`src/rtl/card_datapath.sv`:
```
// rtl/card_datapath.sv - Baccarat card datapath: card registers, deal-sequence FSM and registered scores.
module card_datapath (
    input  logic       slow_clock,
    input  logic       resetb,
    input  logic [3:0] new_card,
    input  logic       load_pcard1,
    input  logic       load_pcard2,
    input  logic       load_pcard3,
    input  logic       load_dcard1,
    input  logic       load_dcard2,
    input  logic       load_dcard3,
    output logic [3:0] pcard1,
    output logic [3:0] pcard2,
    output logic [3:0] pcard3,
    output logic [3:0] dcard1,
    output logic [3:0] dcard2,
    output logic [3:0] dcard3,
    output logic [3:0] pscore,
    output logic [3:0] dscore,
    output logic [2:0] deal_count,
    output logic       seq_error
);

    typedef enum logic [2:0] {
        S_P1, S_D1, S_P2, S_D2, S_THIRD, S_D3, S_DONE
    } state_t;

    state_t     state, state_next;
    logic [5:0] loads;
    logic [5:0] legal_mask;
    logic       one_hot;
    logic       card_ok;
    logic       accept;
    logic       violation;
    logic [4:0] psum, dsum;
    logic [3:0] pmod, dmod;

    // Bit order: player slots 1..3 then dealer slots 1..3.
    assign loads = {load_dcard3, load_dcard2, load_dcard1, load_pcard3, load_pcard2, load_pcard1};

    function automatic logic [4:0] points(input logic [3:0] c);
        return (c >= 4'd1 && c <= 4'd9) ? {1'b0, c} : 5'd0;
    endfunction

    function automatic logic [3:0] mod10(input logic [4:0] s);
        if (s >= 5'd20)
            return 4'(s - 5'd20);
        else if (s >= 5'd10)
            return 4'(s - 5'd10);
        else
            return 4'(s);
    endfunction

    always_comb begin
        legal_mask = 6'b000000;
        state_next = state;
        case (state)
            S_P1:    legal_mask = 6'b000001;
            S_D1:    legal_mask = 6'b001000;
            S_P2:    legal_mask = 6'b000010;
            S_D2:    legal_mask = 6'b010000;
            S_THIRD: legal_mask = 6'b100100;
            S_D3:    legal_mask = 6'b100000;
            default: legal_mask = 6'b000000;
        endcase

        one_hot   = (loads != 6'd0) && ((loads & (loads - 6'd1)) == 6'd0);
        card_ok   = (new_card >= 4'd1) && (new_card <= 4'd13);
        accept    = one_hot && card_ok && ((loads & legal_mask) != 6'd0);
        violation = (loads != 6'd0) && !accept;

        if (accept) begin
            case (state)
                S_P1:    state_next = S_D1;
                S_D1:    state_next = S_P2;
                S_P2:    state_next = S_D2;
                S_D2:    state_next = S_THIRD;
                S_THIRD: state_next = load_pcard3 ? S_D3 : S_DONE;
                S_D3:    state_next = S_DONE;
                default: state_next = state;
            endcase
        end
    end

    always_comb begin
        psum = points(pcard1) + points(pcard2) + points(pcard3);
        dsum = points(dcard1) + points(dcard2) + points(dcard3);
        pmod = mod10(psum);
        dmod = mod10(dsum);
    end

    always_ff @(posedge slow_clock) begin
        if (resetb)
            state <= S_P1;
        else
            state <= state_next;
    end

    // Scores sample the card registers, so they trail a load by one extra edge.
    always_ff @(posedge slow_clock) begin
        if (resetb) begin
            pcard1     <= 4'd0;
            pcard2     <= 4'd0;
            pcard3     <= 4'd0;
            dcard1     <= 4'd0;
            dcard2     <= 4'd0;
            dcard3     <= 4'd0;
            pscore     <= 4'd0;
            dscore     <= 4'd0;
            deal_count <= 3'd0;
            seq_error  <= 1'b0;
        end else begin
            pscore <= pmod;
            dscore <= dmod;
            if (accept) begin
                if (load_pcard1) pcard1 <= new_card;
                if (load_pcard2) pcard2 <= new_card;
                if (load_pcard3) pcard3 <= new_card;
                if (load_dcard1) dcard1 <= new_card;
                if (load_dcard2) dcard2 <= new_card;
                if (load_dcard3) dcard3 <= new_card;
                if (deal_count != 3'd6)
                    deal_count <= deal_count + 3'd1;
            end
            if (violation)
                seq_error <= 1'b1;
        end
    end

endmodule

```
`config.mk`:
```
export PLATFORM = sky130hd
export DESIGN_NAME = card_datapath
export DESIGN_NICKNAME = d
export VERILOG_FILES = /design/src/rtl/card_datapath.sv
export SDC_FILE = /design/constraint.sdc
export NUM_CORES = 1
export LEC_CHECK = 0
export CAP_MARGIN = 0
export CORE_MARGIN = 2
export CORE_UTILIZATION = 45
export CTS_CLUSTER_DIAMETER = 150
export DETAILED_ROUTE_END_ITERATION = 7
export GPL_TIMING_DRIVEN = 0
export PLACE_DENSITY = 0.8
export SYNTH_ARGS = -nofsm -noshare
export SYNTH_HDL_FRONTEND = slang
export SYNTH_SLANG_ARGS = --single-unit
```
`constraint.sdc`:
```
create_clock -name slow_clock -period 2.9 [get_ports slow_clock]
set_clock_uncertainty 0.15 [all_clocks]
set_input_delay 0.725 -clock slow_clock [delete_from_list [all_inputs] [get_ports slow_clock]]
set_output_delay 0.725 -clock slow_clock [all_outputs]
set_load 0.02 [all_outputs]
```
Word-level counts from Yosys, hierarchy flattened

Index checks and enable logic that the tools add are counted.

Input bits: 12
Output and inout port bits: 36
Bits in registers: 39

Multiplexer cells: 13
Add/subtract/negate cells: 10
$lt $le $gt $ge: 18
Bitwise operators: 2
Equality and inequality tests: 6
Reductions and logical operators: 25

Operator list:

| operator                                              | number |
|---|---|
| two-way mux 4 bit                                     | 10 |
| one-hot mux 6 bit (6 select lines)                    | 1 |
| >= comparator 4 x 1 -> 1 bit, second input constant   | 7 |
| less-or-equal comparator 4 bit, second input constant | 7 |
| one-hot mux 3 bit (6 select lines)                    | 1 |
| nonzero test 6 bit                                    | 3 |
| AND reduction 2 bit                                   | 8 |
| AND 6 bit                                             | 2 |
| logical AND 1 bit                                     | 11 |
| adder 4 x 4 -> 5 bit                                  | 2 |
| adder 5 x 4 -> 5 bit                                  | 2 |
| >= comparator 5 x 4 -> 1 bit, second input constant   | 2 |
| >= comparator 5 bit, second input constant            | 2 |
| subtractor 4 x 3 -> 4 bit, second input constant      | 2 |
| subtractor 4 bit, second input constant               | 2 |
| == test 3 x 2 -> 1 bit, second input constant         | 2 |
| == test 3 bit, second input constant                  | 2 |
| zero test 6 bit                                       | 1 |
| subtractor 6 x 1 -> 6 bit, second input constant      | 1 |
| adder 3 x 1 -> 3 bit, second input constant           | 1 |
| == test 3 x 1 -> 1 bit, second input constant         | 1 |
| zero test 3 bit                                       | 1 |
| != test 3 bit, second input constant                  | 1 |
| two-way mux 2 bit                                     | 1 |
| zero test 1 bit                                       | 1 |

Longest topological paths before layout

Gate-level depths: netlist of the first run.

Depth in word-level cells: 8
Depth in mapped cells: 12
Depth with buffers taken out: 12

Least setup slack after synthesis of the first run

No wires, ideal clock.

Kind: register to register
Start point: register pcard1[3]
End point: register pscore[1]
Arrival time: 3.084 ns
Stages on the path, launching flop included: 13
Required time: 2.629 ns
Slack: -0.455 ns
Path through: dfxtp_1 > o21ai_0 > and2_1 > fa_1 > ha_1 > fa_1 > xor2_1 > inv_1 > ha_1 > a211oi_1 > nor3_1 > a21oi_1 > mux2_2

Longest elaborated chain between the ends: 8
Elaborated cells between the ends (all ways): 12
Those cells by class: add/sub (4); order compare (4); mux (3); reduce/logical (1)

Ends and longest elaborated chain:

| item                                                                                  | line   | RTL |
|---|---|---|
| start, declared                                                                       | 12     | `output logic [3:0] pcard1,` |
| start signal, assigned                                                                | 116    | `if (load_pcard1) pcard1 <= new_card;` |
| >= comparator 4 x 1 -> 1 bit / less-or-equal comparator 4 bit (equally long branches) | 42     | `return (c >= 4'd1 && c <= 4'd9) ? {1'b0, c} : 5'd0;` |
| logical AND 1 bit                                                                     | 42     |  |
| two-way mux 4 bit (*)                                                                 | 42     |  |
| adder 4 x 4 -> 5 bit (*)                                                              | 86     | `psum = points(pcard1) + points(pcard2) + points(pcard3);` |
| adder 5 x 4 -> 5 bit (*)                                                              | 86     |  |
| subtractor 4 bit / >= comparator 5 x 4 -> 1 bit (equally long branches)               | 49, 48 |  |
| two-way mux 4 bit                                                                     | 48     | `else if (s >= 5'd10)` |
| two-way mux 4 bit (*)                                                                 | 46     | `if (s >= 5'd20)` |
| end signal, assigned                                                                  | 113    | `pscore <= pmod;` |
| end, declared                                                                         | 18     | `output logic [3:0] pscore,` |

Mark *: on every way between the ends. The rest lies on a longest branch, timed or not.
A chain may end at the register's enable or synchronous reset.

Worst setup path in the final report of the first run

Start point: register pcard1[1]
End point: register pscore[1]

Same word-level chain as after synthesis.

==> metrics.log, run 1 <==
[metrics] outcome: finished, violations left
[metrics] failing checks: negative setup slack
[metrics] clock insertion delay at the later pin of the skew report: 0.29 ns
[metrics] Post-Syn Instances: 276
[metrics] wire length of the first global-routing pass: 10.6 mm
[metrics] maximum operating frequency: 321 MHz
[metrics] actual slew at the worst max-slew pin: 0.611 ns
[metrics] Distinct cells, synth: 48
[metrics] Post-Syn Area per Cell: 9.18 um2
[metrics] leading cell types by count after synthesis: sky130_fd_sc_hd__dfxtp_1, sky130_fd_sc_hd__nand2_1, sky130_fd_sc_hd__mux2i_1, sky130_fd_sc_hd__nor2b_1
[metrics] Hold WS: 0.340 ns
[metrics] area share of xor/xnor cells in the synthesized design: 0.0104
[metrics] Post-synth EDFFs: 0
[metrics] leakage dissipation: 1.50 nW
[metrics] aggregate global-route resource usage: 0.215
[metrics] initial antenna violation count: 0
[metrics] leading register cell type out of synthesis: sky130_fd_sc_hd__dfxtp_1
[metrics] non-filler instance count after layout: 425
[metrics] clock transition at the register clock pins on the worst setup and hold paths after CTS: 0.07 ns
[metrics] number of setup violations in the final report: 5
[metrics] complex-gate fraction of the synthesized area: 0.141
[metrics] Power per Cell Area: 280 nW/um2
[metrics] number of pins with negative max-slew slack in the final report: 0
[metrics] CTS tree: yes
[metrics] area growth from synthesis to layout: 48.0%
[metrics] Hold Path Class: flip-flop to flip-flop
[metrics] setup repair after global routing missed its margin: yes
[metrics] max cap viols: 0
[metrics] utilization after layout: 0.685
[metrics] share of synthesized area spent on multiplexers: 0.100
[metrics] largest cells by area after synthesis: sky130_fd_sc_hd__dfxtp_1, sky130_fd_sc_hd__mux2i_1, sky130_fd_sc_hd__fa_1
[metrics] element type at the critical path end: flip-flop
[metrics] Adder-Cell Fraction of Synth Area: 0.148
[metrics] share of synthesized registers carrying an async set or reset: 0
[metrics] Clock Root Buffer: sky130_fd_sc_hd__clkbuf_8
[metrics] tightest slew margin relative to the limit: 0.592
[metrics] startpoint of the worst register-to-register path: pcard1[1]$_SDFFE_PP0P_
[metrics] largest net degree at the start of global routing: 12
[metrics] fraction of final layout cells with drive strength greater than 1: 0.348
[metrics] overflow left after global routing: 0
[metrics] # nets final: 388
[metrics] hold path start: dcard3[0]$_SDFFE_PP0P_
[metrics] post-DR wirelength/cell: 15.3 um
[metrics] #FFs+latches synth: 39
[metrics] floorplan die area: 6250 um2
[metrics] count of port buffers added during placement: 46
[metrics] Synthesized Nets: 312
[metrics] vias per inst: 5.50
[metrics] die height: 79.0 um
[metrics] core area: 5470 um2
[metrics] overall routed net length: 6.52 mm
[metrics] WS Path Type: flip-flop to flip-flop
[metrics] final setup margin: -0.220 ns
[metrics] die width: 79.0 um
[metrics] placed cell count: 394
[metrics] Detail Placement HPWL: 4.51 mm
[metrics] std cell rows: 27
[metrics] share of the yosys chip area belonging to registers: 0.308
[metrics] endpoint required time on the critical path: 2.93 ns
[metrics] antenna cell count: 0
[metrics] crit start category: flip-flop
[metrics] Yosys warning total: 0
[metrics] dominant combinational cell family by area after synthesis: simple AND/OR/NAND/NOR gates
[metrics] remaining antenna violation count: 0
[metrics] area leader, netlist: sky130_fd_sc_hd__dfxtp_1
[metrics] peak fanout along the critical path: 5
[metrics] detailed-route DRC error count: 0
[metrics] H-tree depth: 2
[metrics] Hold Path Cell Cnt: 2
[metrics] crit path time final: 3.12 ns
[metrics] First-pass DRT Iterations: 4
[metrics] share of the clock period used by the worst path after layout: 1.08
[metrics] Iter 0 DRT Violations: 61
[metrics] arrival time at the worst endpoint: 3.15 ns
[metrics] synthesized area: 2530 um2
[metrics] Bufs on Longest Clock Path: 2
[metrics] overall power consumption: 0.00105 W
[metrics] Reg-to-Reg End: pscore[1]$_SDFF_PP0_
[metrics] Worst Hold End: dcard3[0]$_SDFFE_PP0P_
[metrics] maximum ir drop on the vdd rail: 0.240 mV
[metrics] Num CTS Buffers: 5
[metrics] routability congestion estimate from global placement: 0.841
[metrics] R2R Setup Slk: -0.22 ns
[metrics] share of the synthesized area in the top cell type: 0.308
[metrics] number of top-level pins: 48
[metrics] cell with the most instances after synthesis: sky130_fd_sc_hd__dfxtp_1
[metrics] Hold Fails Final Rpt: 0
[metrics] number of global-route vias before repair: 2260
[metrics] simple-gate share of the synthesized area: 0.237
[metrics] via count: 2339
[metrics] initial standard-cell utilization of the core: 0.463
[metrics] TritonCTS Sinks: 39
[metrics] count of cells along the worst register-to-register path: 11
==> flip-flops by register name (all words and copies together) (netlist names) <==
register and cells:
dcard1 4, dcard2 4, dcard3 4, deal_count 3
dscore 4, pcard1 4, pcard2 4, pcard3 4
pscore 4, seq_error 1, state 3
==> stage by stage <==
stage               cell area, um2  setup slack (ns)  TNS (ns)
floorplan                     2700            -0.150    -0.235
global placement              3250            -0.276    -0.727
detailed placement            3250            -0.291     -1.33
CTS                           3620            -0.147    -0.379
global route                  3750            -0.311     -1.22
finish                        3750            -0.220    -0.635
==> worst max-delay path, cell delays in order (launching register included) <==
cell and delay, ns:
sky130_fd_sc_hd__dfxtp_4 0.36, sky130_fd_sc_hd__nor2b_4 0.13, sky130_fd_sc_hd__fa_1 0.52, sky130_fd_sc_hd__ha_4 0.19
sky130_fd_sc_hd__fa_2 0.39, sky130_fd_sc_hd__xor2_2 0.19, sky130_fd_sc_hd__inv_2 0.06, sky130_fd_sc_hd__ha_4 0.16
sky130_fd_sc_hd__a211oi_4 0.26, sky130_fd_sc_hd__nor3_2 0.10, sky130_fd_sc_hd__a21oi_2 0.19, sky130_fd_sc_hd__mux2_4 0.31
==> routing by layer <==
layer | track usage | routed length, um | up-vias
met5 | 0 | 0 | -
met3 | 0.0432 | 195 | 7
met1 | 0.277 | 2940 | 1137
li1 | - | - | 1140
met4 | 0.0414 | 60 | 0
met2 | 0.375 | 3320 | 55
==> report_power, final <==
group	internal [W]	leakage [nW]	switching [W]
logic	0.0000673	1.12	0.0000808
registers	0.000526	0.329	0.00000516
clock network	0.000191	0.0459	0.000182
total	0.000784	1.50	0.000268
==> worst max path at each step <==
stage,from,endpoint,slack [ns],cells past startpoint
6_report,pcard1[1]$_SDFFE_PP0P_,pscore[1]$_SDFF_PP0_,-0.22,11
5_1_grt,pcard3[1]$_SDFFE_PP0P_,pscore[1]$_SDFF_PP0_,-0.31,11
4_1_cts,pcard1[3]$_SDFFE_PP0P_,pscore[1]$_SDFF_PP0_,-0.15,10
3_5_place_dp,pcard3[3]$_SDFFE_PP0P_,pscore[1]$_SDFF_PP0_,-0.29,12
3_3_place_gp,pcard3[1]$_SDFFE_PP0P_,pscore[1]$_SDFF_PP0_,-0.28,12
2_1_floorplan,pcard3[3]$_SDFFE_PP0P_,pscore[1]$_SDFF_PP0_,-0.15,12
==> layout make-up <==
class                      instances  area, um2
clock inverter                     1       3.75
timing repair buffer              69        641
inverter                          15       56.3
buffer                            11       85.1
multi-input combinational        211       1940
sequential                        39        846
fill                             424       1720
clock buffer                       7       86.3
tap                               72       90.1
==> cell families (layout without fill, tap and decap cells) <==
| kind of cell | after synthesis | after routing |
|---|---|---|
| compound gates | 53 | 53 |
| xor+xnor | 3 | 3 |
| fa+ha+maj | 24 | 24 |
| buf+inv | 26 | 103 |
| flops | 39 | 39 |
| mux | 25 | 25 |
| simple gates | 106 | 106 |
==> repair_timing <==
item                                   in CTS  in global routing
hold buffers                                0                  0
setup endpoints to repair                   6                  6
pin swaps                                  16                 16
endpoints found under the hold margin       0                  0
buffers inserted                           20                  3
cloned                                      0                  0
gates resized for setup                    25                 26
==> layout by cell type, fill, tap and decap left out, types with 7 or more instances in the layout <==
master,n
sky130_fd_sc_hd__a21oi_1,10
sky130_fd_sc_hd__buf_4,22
sky130_fd_sc_hd__buf_6,7
sky130_fd_sc_hd__clkdlybuf4s50_1,46
sky130_fd_sc_hd__dfxtp_1,21
sky130_fd_sc_hd__dfxtp_4,17
sky130_fd_sc_hd__ha_4,8
sky130_fd_sc_hd__inv_1,11
sky130_fd_sc_hd__mux2i_1,22
sky130_fd_sc_hd__nand2_1,26
sky130_fd_sc_hd__nor2_1,10
sky130_fd_sc_hd__nor2b_1,12
Power figures use the tool's default switching activity.
==> run 2, diff against run 1 <==
--- a/config.mk
+++ b/config.mk
@@ -6,12 +6,14 @@
 export NUM_CORES = 1
 export LEC_CHECK = 0
 export CAP_MARGIN = 0
+export CELL_PAD_IN_SITES_DETAIL_PLACEMENT = 1
+export CELL_PAD_IN_SITES_GLOBAL_PLACEMENT = 1
 export CORE_MARGIN = 2
-export CORE_UTILIZATION = 45
+export CORE_UTILIZATION = 36
 export CTS_CLUSTER_DIAMETER = 150
 export DETAILED_ROUTE_END_ITERATION = 7
 export GPL_TIMING_DRIVEN = 0
-export PLACE_DENSITY = 0.8
+export PLACE_DENSITY = 0.84
 export SYNTH_ARGS = -nofsm -noshare
 export SYNTH_HDL_FRONTEND = slang
 export SYNTH_SLANG_ARGS = --single-unit
==> run 2 against run 1 <==
Clock power rose by 5.4%. Count of clock-buffer cells in the layout stayed put. Sequential power barely moved. Critical path type unchanged. The run still ends with negative setup slack left. Final cell count rose by 5.6%.
==> metrics.log, run 2 (synthesized netlist as in run 1, its figures left out) <==
[metrics] top library cells by usage in the layout, fill and taps aside: sky130_fd_sc_hd__clkdlybuf4s50_1, sky130_fd_sc_hd__nand2_1, sky130_fd_sc_hd__buf_4, sky130_fd_sc_hd__mux2i_1, sky130_fd_sc_hd__dfxtp_1
[metrics] met1 usage: 0.241 (-0.0359)
[metrics] routability congestion estimate from global placement: 0.853 (+1.4%)
[metrics] H-tree depth: 2 (unchanged)
[metrics] fraction of final layout cells with drive strength greater than 1: 0.354 (+0.00567)
[metrics] R2R Setup Slk: -0.21 ns (about the same)
[metrics] outcome: finished, violations left
[metrics] peak fanout along the critical path: 6 (+1)
[metrics] die height: 87.9 um (+11%)
[metrics] overall power consumption: 0.00108 W (+2.6%)
[metrics] hold path start: pcard2[0]$_SDFFE_PP0P_
[metrics] FILL cells: 753 (+78%)
[metrics] # nets final: 388 (unchanged)
[metrics] actual slew at the worst max-slew pin: 0.660 ns (+0.0490 ns)
[metrics] core area: 6790 um2 (+24%)
[metrics] maximum ir drop on the vdd rail: 0.184 mV (-23%)
[metrics] Worst setup startpoint: pcard1[3]$_SDFFE_PP0P_
[metrics] std cell rows: 30 (+11%)
[metrics] clock insertion delay at the later pin of the skew report: 0.29 ns (about the same)
[metrics] Num CTS Buffers: 5 (unchanged)
[metrics] share of the clock period used by the worst path after layout: 1.07 (-0.00298)
[metrics] GRT met3 Usage: 0.0358 (-0.00737)
[metrics] maximum operating frequency: 321 MHz (+0.28%)
[metrics] Clock Root Buffer: sky130_fd_sc_hd__clkbuf_8
[metrics] Iter 0 DRT Violations: 76 (+25%)
[metrics] termination of the worst setup path: pscore[1]$_SDFF_PP0_
[metrics] post-DR wirelength/cell: 17.6 um (+15%)
[metrics] Hold Path Class: flip-flop to flip-flop
[metrics] final setup margin: -0.211 ns (+0.00863 ns)
[metrics] arrival time at the worst endpoint: 3.15 ns (about the same)
[metrics] largest net degree at the start of global routing: 13 (+1)
[metrics] element type at the critical path end: flip-flop
[metrics] CTS tree: yes
[metrics] Hold Path Cell Cnt: 2 (unchanged)
[metrics] count of cells along the worst register-to-register path: 12 (+1)
[metrics] Detail Placement HPWL: 5.17 mm (+14%)
[metrics] wire length of the first global-routing pass: 12.4 mm (+16%)
[metrics] setup slack after placement: -0.365 ns (-0.0738 ns)
[metrics] most congested layer reported by global routing: met2
[metrics] remaining antenna violation count: 0 (unchanged)
[metrics] startpoint of the worst register-to-register path: pcard1[3]$_SDFFE_PP0P_
[metrics] setup repair after global routing missed its margin: yes
[metrics] area growth from synthesis to layout: 51.0%
[metrics] First-pass DRT Iterations: 4 (unchanged)
[metrics] tightest slew margin relative to the limit: 0.560 (-0.0326)
[metrics] die width: 87.9 um (+11%)
[metrics] crit path time final: 3.11 ns (-0.00863 ns)
[metrics] series of cell instances along the critical path: o21ai_2, and2_4, fa_2, ha_4, fa_2, xor2_4, inv_2, ha_4, a211oi_4, nor3_2, a21oi_2, mux2_4
[metrics] clock transition at the register clock pins on the worst setup and hold paths after CTS: 0.08 ns (about the same)
[metrics] CP max stage cell: sky130_fd_sc_hd__fa_2
[metrics] Bufs on Longest Clock Path: 2 (unchanged)
[metrics] crit start category: flip-flop
[metrics] aggregate global-route resource usage: 0.206 (-0.00906)
[metrics] max cap viols: 0 (unchanged)
[metrics] initial standard-cell utilization of the core: 0.373 (-0.0900)
[metrics] count of port buffers added during placement: 46 (unchanged)
[metrics] number of pins with negative max-slew slack in the final report: 0 (unchanged)
[metrics] GR met2 Demand/Resource: 0.379 (+0.00490)
[metrics] overflow left after global routing: 0 (unchanged)
[metrics] Hold Fails Final Rpt: 0 (unchanged)
[metrics] delay of the slowest critical-path stage: 0.41 ns (-0.11 ns)
[metrics] number of setup violations in the final report: 5 (unchanged)
[metrics] initial antenna violation count: 0 (unchanged)
[metrics] floorplan die area: 7720 um2 (+24%)
[metrics] number of global-route vias before repair: 2541 (+12%)
[metrics] via count: 2424 (+3.6%)
[metrics] Power per Cell Area: 282 nW/um2 (+0.59%)
[metrics] Reg-to-Reg End: pscore[1]$_SDFF_PP0_
[metrics] detailed-route DRC error count: 0 (unchanged)
[metrics] antenna cell count: 0 (unchanged)
[metrics] vias per inst: 5.40 (-1.9%)
[metrics] number of top-level pins: 48 (unchanged)
[metrics] leakage dissipation: 1.51 nW (+0.47%)
[metrics] WS Path Type: flip-flop to flip-flop
[metrics] overall routed net length: 7.90 mm (+21%)
[metrics] failing checks: negative setup slack
[metrics] endpoint required time on the critical path: 2.94 ns (about the same)
[metrics] TritonCTS Sinks: 39 (unchanged)
[metrics] most common library cell in the layout ignoring fill and taps: sky130_fd_sc_hd__clkdlybuf4s50_1
==> run 2: cell counts in the layout (fill, tap and decap cells not counted) <==
No cell type changed its count.
==> run 2: how the worst min path moves through the flow <==
stage / to / slack (ns)
6_report: pcard2[0]$_SDFFE_PP0P_ / 0.35
2_1_floorplan: state[1]$_SDFFE_PP0P_ / 0.34
5_1_grt: dcard3[2]$_SDFFE_PP0P_ / 0.37
3_3_place_gp: pcard2[2]$_SDFFE_PP0P_ / 0.33
3_5_place_dp: dcard1[0]$_SDFFE_PP0P_ / 0.34
4_1_cts: dcard3[0]$_SDFFE_PP0P_ / 0.35
==> run 2: repair_timing <==
action | 4_1_cts | 5_1_grt
hold buffers | 0 | 0
endpoints found under the setup margin | 6 | 6
gates resized for setup | 46 | 12
pin swaps | 21 | 4
setup buffers | 22 | 1
==> run 2: report_power, final <==
| group | total (W) | switching (W) | internal [W] |
|---|---|---|---|
| logic | 0.000155 | 0.0000873 | 0.0000682 |
| clock network | 0.000393 | 0.000201 | 0.000192 |
| registers | 0.000531 | 0.00000537 | 0.000526 |
| total | 0.00108 | 0.000293 | 0.000786 |
==> run 2: area by class of cell <==
class	count	area, um2	share of cell area
multi-input cells	211	1980	0.519
flip-flops and latches	39	846	0.221
repair buffers	69	641	0.167
well taps	96	120	0.0314
clock buffers	7	86.3	0.0226
plain buffers	11	85.1	0.0222
inverters	15	58.8	0.0154
clock inverters	1	5.00	0.00131
==> run 2: layer usage <==
layer	vias up	share of wire	routed length [um]
met5	-	0	0
met4	0	0.024	189
met3	24	0.034	266
met2	73	0.52	4130
met1	1193	0.42	3320
li1	1134	-	-
==> run 2: per-stage QoR <==
step           hold slack [ns]  TNS (ns)  cell area [um2]  cells  utilization
6_report                 0.349    -0.534             3830    449        0.563
5_1_grt                  0.369     -1.08             3830    449        0.563
4_1_cts                  0.353    -0.343             3770    448        0.555
3_5_place_dp             0.339     -1.67             3280    418        0.482
3_3_place_gp             0.327    -0.824             3280    418        0.482
2_1_floorplan            0.343    -0.235             2700    276            -
==> run 2: critical path: cells and delay by family (launching register included) <==
kind	cells	cell delay, ns
fa+ha+maj	4	1.15
compound gates	3	0.49
flops	1	0.40
mux	1	0.31
simple gates	2	0.25
xor+xnor	1	0.19
buf+inv	1	0.07
==> run 3, diff against run 2 <==
--- a/config.mk
+++ b/config.mk
@@ -5,7 +5,7 @@
 export SDC_FILE = /design/constraint.sdc
 export NUM_CORES = 1
 export LEC_CHECK = 0
-export CAP_MARGIN = 0
+export CAP_MARGIN = 20
 export CELL_PAD_IN_SITES_DETAIL_PLACEMENT = 1
 export CELL_PAD_IN_SITES_GLOBAL_PLACEMENT = 1
 export CORE_MARGIN = 2
==> results of run 3 <==
Final layout, timing and power as in run 2 (identical DEF).
==> variant, RTL diff (flow settings as in run 2) <==
Register the input `load_pcard2` before use, with the module's reset. The logic sees it one clock later. The other inputs are not delayed to match.
--- a/src/rtl/card_datapath.sv
+++ b/src/rtl/card_datapath.sv
@@ -25,6 +25,16 @@
         S_P1, S_D1, S_P2, S_D2, S_THIRD, S_D3, S_DONE
     } state_t;
 
+    logic load_pcard2_q;
+
+    always_ff @(posedge slow_clock) begin
+        if (resetb) begin
+            load_pcard2_q <= '0;
+        end else begin
+            load_pcard2_q <= load_pcard2;
+        end
+    end
+
     state_t     state, state_next;
     logic [5:0] loads;
     logic [5:0] legal_mask;
@@ -36,7 +46,7 @@
     logic [3:0] pmod, dmod;
 
     // Bit order: player slots 1..3 then dealer slots 1..3.
-    assign loads = {load_dcard3, load_dcard2, load_dcard1, load_pcard3, load_pcard2, load_pcard1};
+    assign loads = {load_dcard3, load_dcard2, load_dcard1, load_pcard3, load_pcard2_q, load_pcard1};
 
     function automatic logic [4:0] points(input logic [3:0] c);
         return (c >= 4'd1 && c <= 4'd9) ? {1'b0, c} : 5'd0;
@@ -114,7 +124,7 @@
             dscore <= dmod;
             if (accept) begin
                 if (load_pcard1) pcard1 <= new_card;
-                if (load_pcard2) pcard2 <= new_card;
+                if (load_pcard2_q) pcard2 <= new_card;
                 if (load_pcard3) pcard3 <= new_card;
                 if (load_dcard1) dcard1 <= new_card;
                 if (load_dcard2) dcard2 <= new_card;
Formal check against the unedited RTL: not equivalent (Yosys sat finds a counterexample within 4 cycles, from zero or initial values and one cycle with resetb high).
==> variant against run 2 <==
  * The run still ends with negative setup slack left
  * Sequential cell count increased by 1
  * Worst setup slack got worse by 0.025 ns
  * Count of clock-buffer cells in the layout decreased by 1
  * Total power increased by 17%
  * Non-clock buffer count increased by 6
  * Largest power group unchanged
  * Area after synthesis increased by 5.6%
  * Wire length increased by 13%
  * Design area increased by 4.2%
==> variant: results (changes against run 2) <==
worst_setup_path:
  crit_path_max_fanout: 4  # was 6
  worst_reg2reg_endpoint: "dscore[1]"  # was pscore[1]
  critical_path.startpoint: "dcard1[2]"  # was pcard1[3]
  r2r.worst_path.cells: 11  # was 12
outcome:
  failed_checks: "negative setup slack"  # unchanged
  status: "finished, violations left"  # unchanged
synthesis:
  yosys.area_share.xor_xnor_pct: 0.982  # was 1.04%
  synth_seq_area_share_pct: 29.9  # was 30.8%
  synth.area.mux_share_pct: 10.6  # was 10.0%
  synth_common_cells: "dfxtp_1 (40), nand2b_1 (31), mux2i_1 (26), nor2b_1 (21), ha_1 (17)"  # was dfxtp_1 (39), nand2_1 (26), mux2i_1 (22), nor2b_1 (18)
  synth-compound-area-share_pct: 15.2  # was 14.1%
  post_synth_adder_cell_area_pct: 15.4  # was 14.8%
  netlist_top_cells_area: "dfxtp_1 (30%), mux2i_1 (9.7%), ha_1 (7.9%)"  # was dfxtp_1 (31%), mux2i_1 (8.7%), fa_1 (7.9%)
place:
  dp_hpwl_um: 5580  # was 5170 um
  globalplace.congestion: 0.828  # was 0.853
  numPortBuffers: 45  # was 46
  placed_cells_incl_taps: 424  # was 418
  dpl_cell_area_um2: 3380  # was 3280 um2
power:
  leak_pwr_nw: 1.63  # was 1.51 nW
  seq_power_share_pct: 44.3  # was 49.2%
  ir_worst_vdd_v: 0.000196  # was 0.000184 V
global_route:
  grtUsageMet1_pct: 24.1  # about the same
  global_route_total_usage_across_every_layer_pct: 19.9  # was 20.6%
  grtUsageMet2_pct: 36.0  # was 37.9%
  grt_pass1_wl_um: 13100  # was 12,400 um
layout:
  finish.cell_count_without_fillers: 462  # was 449
  fillerInstances: 803  # was 753
  finalNetCount: 401  # was 388
  final_layout_size_suffix_gt1_share_pct: 34.7  # was 35.4%
timing:
  fin_hold_ws_ns: 0.361  # was 0.349 ns
  fin_tns_setup_ns: -1.17  # was -0.534 ns
  post-route-worst-setup-slack_ns: -0.236  # was -0.211 ns
  finalSetupViolations: 6  # was 5
min_path:
  holdCritStartpoint: "seq_error"  # was pcard2[0]
drt:
  detailedRoute.firstIterationViolations: 65  # was 76
  detail_route.wl_per_cell_um: 19.4  # was 17.6 um
## variant: changes by cell type after synthesis, moves of 4 or more
cell      delta
nand4_1      +5
nor4_1       -5
nand2b_1    +26
nand2_1     -22
mux2i_1      +4
nand3_1      -6
## variant: worst max path at each step
stage	end	slack [ns]
floorplan	dscore[1]	-0.11
global placement	dscore[1]	-0.22
detailed placement	dscore[1]	-0.29
CTS	dscore[1]	-0.22
global route	pscore[2]	-0.32
finish	dscore[1]	-0.24
## variant: area by class of cell
type                    instances  area share, %
clock inverters                 2          0.879
inverters                      12           1.19
repair buffers                 75           17.2
flip-flops and latches         40           21.6
plain buffers                  11           1.60
well taps                      99           3.11
clock buffers                   6           1.82
multi-input cells             217           52.6
## variant: metal layers
metal | vias up | routed length (um)
met5 | - | 0
met1 | 1258 | 3670
met3 | 21 | 327
met2 | 60 | 4810
li1 | 1170 | -
met4 | 0 | 156
## variant: repair_timing
action,4_1_cts,5_1_grt
pin swaps,23,20
buffers inserted,17,13
resized for setup,28,31
setup endpoints to repair,6,33
